==> config.mk <==
export PLATFORM = sky130hd
export DESIGN_NAME = uart_tx_buffered
export DESIGN_NICKNAME = d
export VERILOG_FILES = /design/src/rtl/uart_tx_buffered.sv
export SDC_FILE = /design/constraint.sdc
export NUM_CORES = 1
export LEC_CHECK = 0
export ABC_AREA = 1
export CAP_MARGIN = 10
export CORE_MARGIN = 4
export CORE_UTILIZATION = 40
export DETAILED_ROUTE_END_ITERATION = 12
export HOLD_SLACK_MARGIN = 0.05
export MAX_ROUTING_LAYER = met4
export PLACE_DENSITY = 0.67
export SKIP_CTS_REPAIR_TIMING = 1
export SYNTH_ARGS = -nofsm -noshare
export SYNTH_HDL_FRONTEND = slang
export SYNTH_SLANG_ARGS = --single-unit
==> constraint.sdc <==
create_clock -name clk_i -period 10.26 [get_ports clk_i]
set_clock_uncertainty 0.15 [all_clocks]
set_input_delay 3.078 -clock clk_i [delete_from_list [all_inputs] [get_ports clk_i]]
set_output_delay 3.078 -clock clk_i [all_outputs]
set_load 0.02 [all_outputs]
==> src/rtl/uart_tx_buffered.sv <==
// Buffered UART transmitter: a small FIFO feeds a serialiser whose frame format
// (baud divisor, data bits, parity, stop bits) is taken per frame, plus line break.
module uart_tx_buffered #(
  parameter int fifo_els_p      = 4,
  parameter int max_data_bits_p = 9,
  parameter int div_width_p     = 16,
  parameter int reset_div_p     = 10416
) (
  input  logic                               clk_i,
  input  logic                               reset_i,
  input  logic                               tx_v_i,
  input  logic [max_data_bits_p-1:0]         tx_i,
  output logic                               tx_ready_and_o,
  input  logic [div_width_p-1:0]             baud_div_i,
  input  logic [3:0]                         data_bits_i,
  input  logic [2:0]                         parity_mode_i,
  input  logic                               stop_bits_i,
  input  logic                               break_i,
  output logic                               tx_o,
  output logic                               busy_o,
  output logic                               tx_done_o,
  output logic [$clog2(fifo_els_p+1)-1:0]    count_o
);

  localparam int ptr_w_lp = (fifo_els_p > 1) ? $clog2(fifo_els_p) : 1;
  localparam int cnt_w_lp = $clog2(fifo_els_p + 1);
  localparam logic [cnt_w_lp-1:0]    full_cnt_lp = cnt_w_lp'(fifo_els_p);
  localparam logic [div_width_p-1:0] div_one_lp  = div_width_p'(1);
  localparam logic [div_width_p-1:0] div_min_lp  = div_width_p'(2);

  localparam logic [2:0] IDLE   = 3'd0;
  localparam logic [2:0] START  = 3'd1;
  localparam logic [2:0] DATA   = 3'd2;
  localparam logic [2:0] PARITY = 3'd3;
  localparam logic [2:0] STOP   = 3'd4;
  localparam logic [2:0] BREAK  = 3'd5;

  // The divisor always comes from baud_div_i; the reset divisor is kept only for compatibility.
  logic [31:0] unused_reset_div;
  assign unused_reset_div = 32'(reset_div_p);

  logic [max_data_bits_p-1:0] mem_r [fifo_els_p];
  logic [ptr_w_lp-1:0]        wr_ptr_r;
  logic [ptr_w_lp-1:0]        rd_ptr_r;
  logic [cnt_w_lp-1:0]        count_r;
  logic                       enq;
  logic                       deq;
  logic                       fifo_empty;

  assign tx_ready_and_o = (count_r != full_cnt_lp);
  assign fifo_empty     = (count_r == '0);
  assign enq            = tx_v_i & tx_ready_and_o;

  always_ff @(posedge clk_i) begin
    if (reset_i) begin
      wr_ptr_r <= '0;
      rd_ptr_r <= '0;
      count_r  <= '0;
    end else begin
      if (enq) wr_ptr_r <= wr_ptr_r + ptr_w_lp'(1);
      if (deq) rd_ptr_r <= rd_ptr_r + ptr_w_lp'(1);
      if (enq && !deq)      count_r <= count_r + cnt_w_lp'(1);
      else if (!enq && deq) count_r <= count_r - cnt_w_lp'(1);
    end
  end

  always_ff @(posedge clk_i) begin
    if (enq) mem_r[wr_ptr_r] <= tx_i;
  end

  logic [div_width_p-1:0]     div_clamped;
  logic [3:0]                 nbits_clamped;
  logic [max_data_bits_p-1:0] data_mask;
  logic [max_data_bits_p-1:0] head_word;
  logic                       head_xor;
  logic                       par_en_next;
  logic                       par_val_next;

  // Clamped run-time format and parity of the word at the FIFO head, used when it is popped.
  always_comb begin
    div_clamped = (baud_div_i < div_min_lp) ? div_min_lp : baud_div_i;
    if (data_bits_i < 4'd5)      nbits_clamped = 4'd5;
    else if (data_bits_i > 4'd9) nbits_clamped = 4'd9;
    else                         nbits_clamped = data_bits_i;
    data_mask = '0;
    for (int i = 0; i < max_data_bits_p; i++) begin
      data_mask[i] = (i < int'(nbits_clamped));
    end
    head_word    = mem_r[rd_ptr_r] & data_mask;
    head_xor     = ^head_word;
    par_en_next  = 1'b0;
    par_val_next = 1'b0;
    case (parity_mode_i)
      3'd1: begin par_en_next = 1'b1; par_val_next = head_xor;  end
      3'd2: begin par_en_next = 1'b1; par_val_next = ~head_xor; end
      3'd3: begin par_en_next = 1'b1; par_val_next = 1'b1;      end
      3'd4: begin par_en_next = 1'b1; par_val_next = 1'b0;      end
      default: ;
    endcase
  end

  logic [2:0]                 state_r;
  logic [div_width_p-1:0]     clk_cnt_r;
  logic [3:0]                 bit_idx_r;
  logic [max_data_bits_p-1:0] shift_r;
  logic [div_width_p-1:0]     div_r;
  logic [3:0]                 nbits_r;
  logic                       par_en_r;
  logic                       par_bit_r;
  logic                       stop2_r;
  logic                       brk_mark_r;
  logic                       tx_r;
  logic                       done_r;
  logic                       line_val;
  logic                       bit_end;
  logic                       brk_end;
  logic                       last_stop;

  assign bit_end   = (clk_cnt_r >= div_r - div_one_lp);
  assign brk_end   = (clk_cnt_r >= div_clamped - div_one_lp);
  assign last_stop = (state_r == STOP) && bit_end && (!stop2_r || bit_idx_r[0]);
  assign deq       = !fifo_empty && !break_i && ((state_r == IDLE) || last_stop);

  always_comb begin
    line_val = 1'b1;
    case (state_r)
      START:   line_val = 1'b0;
      DATA:    line_val = shift_r[0];
      PARITY:  line_val = par_bit_r;
      BREAK:   line_val = brk_mark_r;
      default: line_val = 1'b1;
    endcase
  end

  // A pop (from IDLE or straight out of the last stop bit) latches the frame format;
  // the line register lags the state by one cycle so every bit lasts exactly div cycles.
  always_ff @(posedge clk_i) begin
    if (reset_i) begin
      state_r    <= IDLE;
      clk_cnt_r  <= '0;
      bit_idx_r  <= '0;
      shift_r    <= '0;
      div_r      <= div_min_lp;
      nbits_r    <= 4'd8;
      par_en_r   <= 1'b0;
      par_bit_r  <= 1'b0;
      stop2_r    <= 1'b0;
      brk_mark_r <= 1'b0;
      tx_r       <= 1'b1;
      done_r     <= 1'b0;
    end else begin
      tx_r   <= line_val;
      done_r <= last_stop;
      if (deq) begin
        state_r   <= START;
        clk_cnt_r <= '0;
        bit_idx_r <= '0;
        shift_r   <= head_word;
        div_r     <= div_clamped;
        nbits_r   <= nbits_clamped;
        par_en_r  <= par_en_next;
        par_bit_r <= par_val_next;
        stop2_r   <= stop_bits_i;
      end else begin
        case (state_r)
          IDLE: begin
            if (break_i) begin
              state_r    <= BREAK;
              brk_mark_r <= 1'b0;
              clk_cnt_r  <= '0;
            end
          end
          START: begin
            if (bit_end) begin
              state_r   <= DATA;
              clk_cnt_r <= '0;
              bit_idx_r <= '0;
            end else begin
              clk_cnt_r <= clk_cnt_r + div_one_lp;
            end
          end
          DATA: begin
            if (bit_end) begin
              clk_cnt_r <= '0;
              shift_r   <= shift_r >> 1;
              if (bit_idx_r == nbits_r - 4'd1) begin
                bit_idx_r <= '0;
                state_r   <= par_en_r ? PARITY : STOP;
              end else begin
                bit_idx_r <= bit_idx_r + 4'd1;
              end
            end else begin
              clk_cnt_r <= clk_cnt_r + div_one_lp;
            end
          end
          PARITY: begin
            if (bit_end) begin
              state_r   <= STOP;
              clk_cnt_r <= '0;
              bit_idx_r <= '0;
            end else begin
              clk_cnt_r <= clk_cnt_r + div_one_lp;
            end
          end
          STOP: begin
            if (bit_end) begin
              clk_cnt_r <= '0;
              if (last_stop) state_r   <= IDLE;
              else           bit_idx_r <= bit_idx_r + 4'd1;
            end else begin
              clk_cnt_r <= clk_cnt_r + div_one_lp;
            end
          end
          BREAK: begin
            // Hold the line low until break_i drops, then one mark bit at the live divisor.
            if (!brk_mark_r) begin
              if (!break_i) begin
                brk_mark_r <= 1'b1;
                clk_cnt_r  <= '0;
              end
            end else if (brk_end) begin
              state_r    <= IDLE;
              brk_mark_r <= 1'b0;
              clk_cnt_r  <= '0;
            end else begin
              clk_cnt_r <= clk_cnt_r + div_one_lp;
            end
          end
          default: state_r <= IDLE;
        endcase
      end
    end
  end

  assign tx_o      = tx_r;
  assign busy_o    = (state_r != IDLE);
  assign tx_done_o = done_r;
  assign count_o   = count_r;

endmodule
==> results.md, run 1 <==
* H-tree Lvls at 3
* Unique masters post-synth at 41
* Async set-reset flop share out of synthesis at 0%
* Placed wire-length estimate at 10530 microns
* Via density at 4.726
* Kind of critical path: input pin to register
* Period utilization at 70.22%
* Tmin final at 7.204 ns
* Synthesized net count at 914
* Gpl congestion at 0.8283
* Final worst slack at 3.056 ns
* Layout cell share with drive strength beyond 1 at 6.264%
* Total number of vias at 5147
* Tot Pwr at 1.468 mW
* CTS Buffer Depth at 2
* CTS buffer count at 9
* Starting Density at 41.11%
* Setup TNS at 0 ns
* Largest net degree at the start of global routing at 24
* Worst EP required at 10.33 ns
* First-iteration detailed-routing DRC count at 253
* Post-Syn Area at 6296 sq um
* Hold WC Path Type: register to register
* Slew @ Worst Pin at 1.113 ns
* Final wirelength at 13840 microns
* Crit start category: input pin
* Fmax at 0.1388 GHz
* Vert. Die Dim at 133.5 microns
* Clk slew on worst S/H paths at 0.08 ns
* Rel. slew slack at 25.46%
* Synth Flop Type: dfxtp_1
* P_leak at 3.156 nW
* Yosys Warn Count at 0
* Largest fanout on the critical path at 4
* TritonCTS clock tree: built
* Final hold vios at 0
* Rows at 45
* Post-Synthesis Cells at 834
* FF+latch count, synth at 103
* Diode count at 0
* Clk sinks at 103
* Seq/Total Area, Yosys at 38.47%
* First-pass GRT wire length at 23150 microns
* Status: completed
* Cell taking the most area after synthesis: dfxtp_1
* Final Max Tran Viols at 0
* Grt ovf at 0
* DRT Pass-1 Iters at 4
* Dpl ws at 2.649 ns
* Die area at 17810 sq um
* Synth top area share at 21.30%
* Clk_lat worst skew at 0.36 ns
* DP Area at 6902 sq um
* Port Buf Inserts at 43
* PD cells at 203.9 nW/um^2
* Die W at 133.5 microns
* Antenna-violating nets left at 0
* I/O pins at 44
* Number of global-route vias before repair at 4858
* Ranking of synthesized cells by area: dfxtp_1, edfxtp_1, nand2_1
* Critical path arrival at 7.27 ns
* CORE AREA at 15310 sq um
* Max IR drop VDD at 120.6 uV
* Final Hold Slack at 0.3237 ns
* Final instance area at 7198 sq um
* Synth Area per Inst at 7.549 sq um
* Number of antenna violations at the first check in global routing at 0
* Unrepaired setup endpoints after global routing: false
* WL/cell at 12.71 microns
* Residual DRC count at 0
* NumNets Final at 953
* MaxCap Viol Count at 0
* Root buffer cell: clkbuf_16
* Final setup viols at 0
* Number of flops mapped to enable cells by yosys at 36
* All-Layer GR Usage at 16.50%
* Area delta synth->final at 14.33%
* Setup crit end kind: register
metrics by stage:
step | std cells | util [%]
floorplan | 834 | -
global placement | 1073 | 45.07
detailed placement | 1073 | 45.07
CTS | 1089 | 47.00
global route | 1089 | 47.00
finish | 1089 | 47.00
sequential cells by signal (all words and copies together), names as in the netlist, named ones only:
name	flops
state_r	3
div_r	16
tx_o	1
mem_r	36
par_bit_r	1
par_en_r	1
clk_cnt_r	16
nbits_r	4
stop2_r	1
bit_idx_r	4
count_o	3
rd_ptr_r	2
wr_ptr_r	2
brk_mark_r	1
tx_done_o	1
shift_r	9
worst paths after layout:
path | startpoint | end | slack, ns | cells past startpoint
setup / recovery | baud_div_i[12] | state_r[1] | 3.06 | 26
hold / removal | par_bit_r | par_bit_r | 0.32 | 2
setup reg to reg | div_r[0] | clk_cnt_r[14] | 5.11 | 20
hold reg to reg | par_bit_r | par_bit_r | 0.32 | 2
report_power, final:
part,leakage (nW),switching [mW],internal (mW)
clock network,0.145,0.169,0.172
logic,2.14,0.386,0.204
registers,0.875,0.0510,0.485
kinds of logic (layout without fill, tap and decap cells):
group	Yosys count	in the layout	share of synthesized area [%]
AO/OA/AOI/OAI	92	92	9.261
XOR/XNOR	49	49	6.816
adder cells (fa/ha/maj)	43	43	8.664
buffers and inverters	129	173	8.227
flip-flops	103	103	38.47
AND/OR/NAND/NOR	418	418	28.56
synth_stat cells (2+ instances only):
| library cell | count |
|---|---|
| inv_2 | 6 |
| a21oi_1 | 37 |
| o21a_1 | 3 |
| nor2_2 | 12 |
| clkbuf_1 | 4 |
| nor2_4 | 2 |
| nand2_2 | 2 |
| ha_1 | 42 |
| inv_1 | 107 |
| xnor2_1 | 7 |
| nor3_2 | 2 |
| buf_2 | 8 |
| a31oi_1 | 3 |
| nor4_1 | 2 |
| nor3_1 | 11 |
| dfxtp_1 | 67 |
| nand2_1 | 226 |
| o21ai_0 | 28 |
| nand2_4 | 2 |
| nand3_1 | 71 |
| edfxtp_1 | 36 |
| nand4_1 | 15 |
| xor2_1 | 42 |
| buf_6 | 3 |
| o22ai_2 | 10 |
| nor2_1 | 71 |
critical path: stages:
cell and delay [ns]:
clkdlybuf4s50_1 0.47, nor2_1 0.13, nand3_1 0.08, nor2_1 0.24, nand3_1 0.11, nand2_1 0.16
ha_1 0.23, nand2_1 0.08, nor4_1 0.49, nand3_1 0.21, nor3_1 0.29, nand3_1 0.13
xor2_1 0.15, inv_1 0.06, ha_1 0.26, nand2_1 0.04, inv_1 0.06, nand3_1 0.08
nor2_1 0.19, nand3_1 0.13, nand4_1 0.13, nand2_1 0.06, nor2_1 0.19, nand4_1 0.11
nand2_1 0.08, nor2_1 0.03
cells in the final DEF (no fill, tap or decap), types with 2 or more instances in the layout:
master	Yosys	layout
nor2_1	71	71
nor2_2	12	12
nor2_4	2	2
nor4_1	2	2
clkbuf_16	0	9
a31oi_1	3	3
nand4_1	15	15
clkinv_2	1	2
inv_1	107	107
o21ai_0	28	28
ha_1	42	42
o22ai_2	10	10
edfxtp_1	36	36
nand2_1	226	226
nor3_2	2	2
dfxtp_1	67	67
clkdlybuf4s50_1	0	43
nand3_1	71	71
nand2_2	2	2
inv_8	0	3
a21oi_1	37	37
nor3_1	11	11
xor2_1	42	42
nand2_4	2	2
o21a_1	3	3
inv_2	6	6
xnor2_1	7	7
final cells by class:
type	instances	area, sq um
fillers	1589	8117
repair buffers	43	430.4
inverters	114	429.2
clock buffers	9	225.2
flip-flops and latches	103	2422
well taps	211	264.0
clock inverters	7	71.32
multi-input cells	602	3356
per-layer routing:
metal	part of all wire, %	up-vias	global-route usage (%)
met1	47	2289	20.26
met5	0	-	-
li1	-	2783	-
met4	1.5	0	5.143
met3	3.1	15	2.606
met2	49	60	27.99
Power figures use the tool's default switching activity.
==> inputs of run 2 (changes only) <==
clock period = 6.9 ns   (was 10.26 ns; I/O delays follow)
==> results.md, run 2 (synthesis results as in run 1) <==
* Via density at 4.825
* Rel. slew slack at 25.18%
* Status: completed
* Fmax at 0.1684 GHz
* Setup TNS at 0 ns
* Final instance area at 7226 sq um
* Total number of vias at 5259
* Largest fanout on the critical path at 5
* Largest registers: mem_r: 36 flops, clk_cnt_r: 16 flops, div_r: 16 flops
* Root buffer cell: clkbuf_16
* Critical path arrival at 6.02 ns
* Max IR drop VDD at 170.1 uV
* I/O pins at 44
* Die area at 17810 sq um
* Diode count at 0
* Die W at 133.5 microns
* Area delta synth->final at 14.77%
* Vert. Die Dim at 133.5 microns
* Reg2Reg Depth at 20
* Residual DRC count at 0
* DP Area at 6909 sq um
* Final hold vios at 0
* All-Layer GR Usage at 16.63%
* TritonCTS clock tree: built
* Clk sinks at 103
* Port Buf Inserts at 43
* Clk slew on worst S/H paths at 0.08 ns
* Unrepaired setup endpoints after global routing: false
* Grt ovf at 0
* Largest Register: mem_r
* Crit start category: input pin
* Worst EP required at 6.98 ns
* Dpl ws at 0.5616 ns
* Hold path depth at 2
* Final worst slack at 0.9605 ns
* Final Util at 47.18%
* P_leak at 3.172 nW
* Most frequent cells in the layout: nand2_1, inv_1, nand3_1, nor2_1, dfxtp_1
* Tot Pwr at 2.214 mW
* Hold WC Path Type: register to register
* Starting Density at 41.11%
* Kind of critical path: input pin to register
* Rows at 45
* Layout cell share with drive strength beyond 1 at 6.371%
* Final setup viols at 0
* Fillers at 1537
* First-pass GRT wire length at 23430 microns
* Tmin final at 5.940 ns
* CTS Buffer Depth at 2
* Slew @ Worst Pin at 1.117 ns
* Clk_lat worst skew at 0.36 ns
* CORE AREA at 15310 sq um
* Period utilization at 86.08%
* Antenna-violating nets left at 0
* Max reg flops at 36
* Setup crit end kind: register
* Largest net degree at the start of global routing at 24
* CTS buffer count at 9
* Commonest non-fill, non-tap cell in the layout: nand2_1
* First-iteration detailed-routing DRC count at 309
* WL/cell at 12.77 microns
* Final wirelength at 13910 microns
* Placed wire-length estimate at 10550 microns
* MaxCap Viol Count at 0
* NumNets Final at 954
* DRT Pass-1 Iters at 5
* PD cells at 306.4 nW/um^2
* Number of antenna violations at the first check in global routing at 0
* Number of global-route vias before repair at 4955
* Gpl congestion at 0.8248
* H-tree Lvls at 3
* Final Max Tran Viols at 0
run 2: cell types whose count changed in the layout (fill, tap and decap cells not counted):
cell	previous run	this run
inv_12	0	2
buf_4	0	1
clkinv_2	2	1
clkinvlp_4	1	0
run 2: cell type report:
| type | count | area, sq um | share of cell area [%] |
|---|---|---|---|
| clock buffers | 9 | 225.2 | 3.117 |
| clock inverters | 7 | 91.34 | 1.264 |
| inverters | 114 | 429.2 | 5.939 |
| multi-input cells | 602 | 3356 | 46.44 |
| flip-flops and latches | 103 | 2422 | 33.52 |
| well taps | 211 | 264.0 | 3.654 |
| repair buffers | 44 | 437.9 | 6.061 |
run 2: critical path: stages:
cell,delay (ns)
clkdlybuf4s50_1,0.49
nor2_1,0.12
nand2_1,0.05
nor2_1,0.23
nand3_1,0.11
nand2_1,0.15
ha_1,0.22
nand2_1,0.08
nor4_1,0.23
buf_4,0.19
nand3_1,0.09
nor3_1,0.28
nand3_1,0.13
xor2_1,0.15
inv_1,0.05
ha_1,0.26
nand2_1,0.04
inv_1,0.05
nand3_1,0.09
nor2_1,0.17
nand3_1,0.12
nand4_1,0.13
nand2_1,0.06
nor2_1,0.20
nand4_1,0.11
nand2_1,0.08
nor2_1,0.04
run 2: worst paths after layout:
check	to	slack, ns	from
max reg2reg	clk_cnt_r[14]	1.77	div_r[0]
min reg2reg	par_bit_r	0.31	par_bit_r
max	state_r[1]	0.96	baud_div_i[11]
min	par_bit_r	0.31	par_bit_r
run 2: stage by stage:
step,hold WS (ns),cells
after floorplan,0.2761,834
after global routing,0.3442,1090
after CTS,0.3117,1090
after detailed placement,0.2984,1074
after global placement,0.2996,1074
final,0.3060,1090
run 2: report_power, final:
| part | internal (mW) | switching (mW) | leakage, nW |
|---|---|---|---|
| logic | 0.303 | 0.577 | 2.14 |
| clock network | 0.267 | 0.270 | 0.155 |
| registers | 0.722 | 0.0761 | 0.875 |
| total | 1.29 | 0.923 | 3.17 |
run 2: routing by layer:
metal | vias up | global-route usage [%] | share of wire (%)
met3 | 17 | 3.588 | 3.2
met2 | 72 | 27.79 | 48
met5 | - | - | 0
met1 | 2380 | 20.45 | 47
met4 | 0 | 4.457 | 1.7
li1 | 2790 | - | -
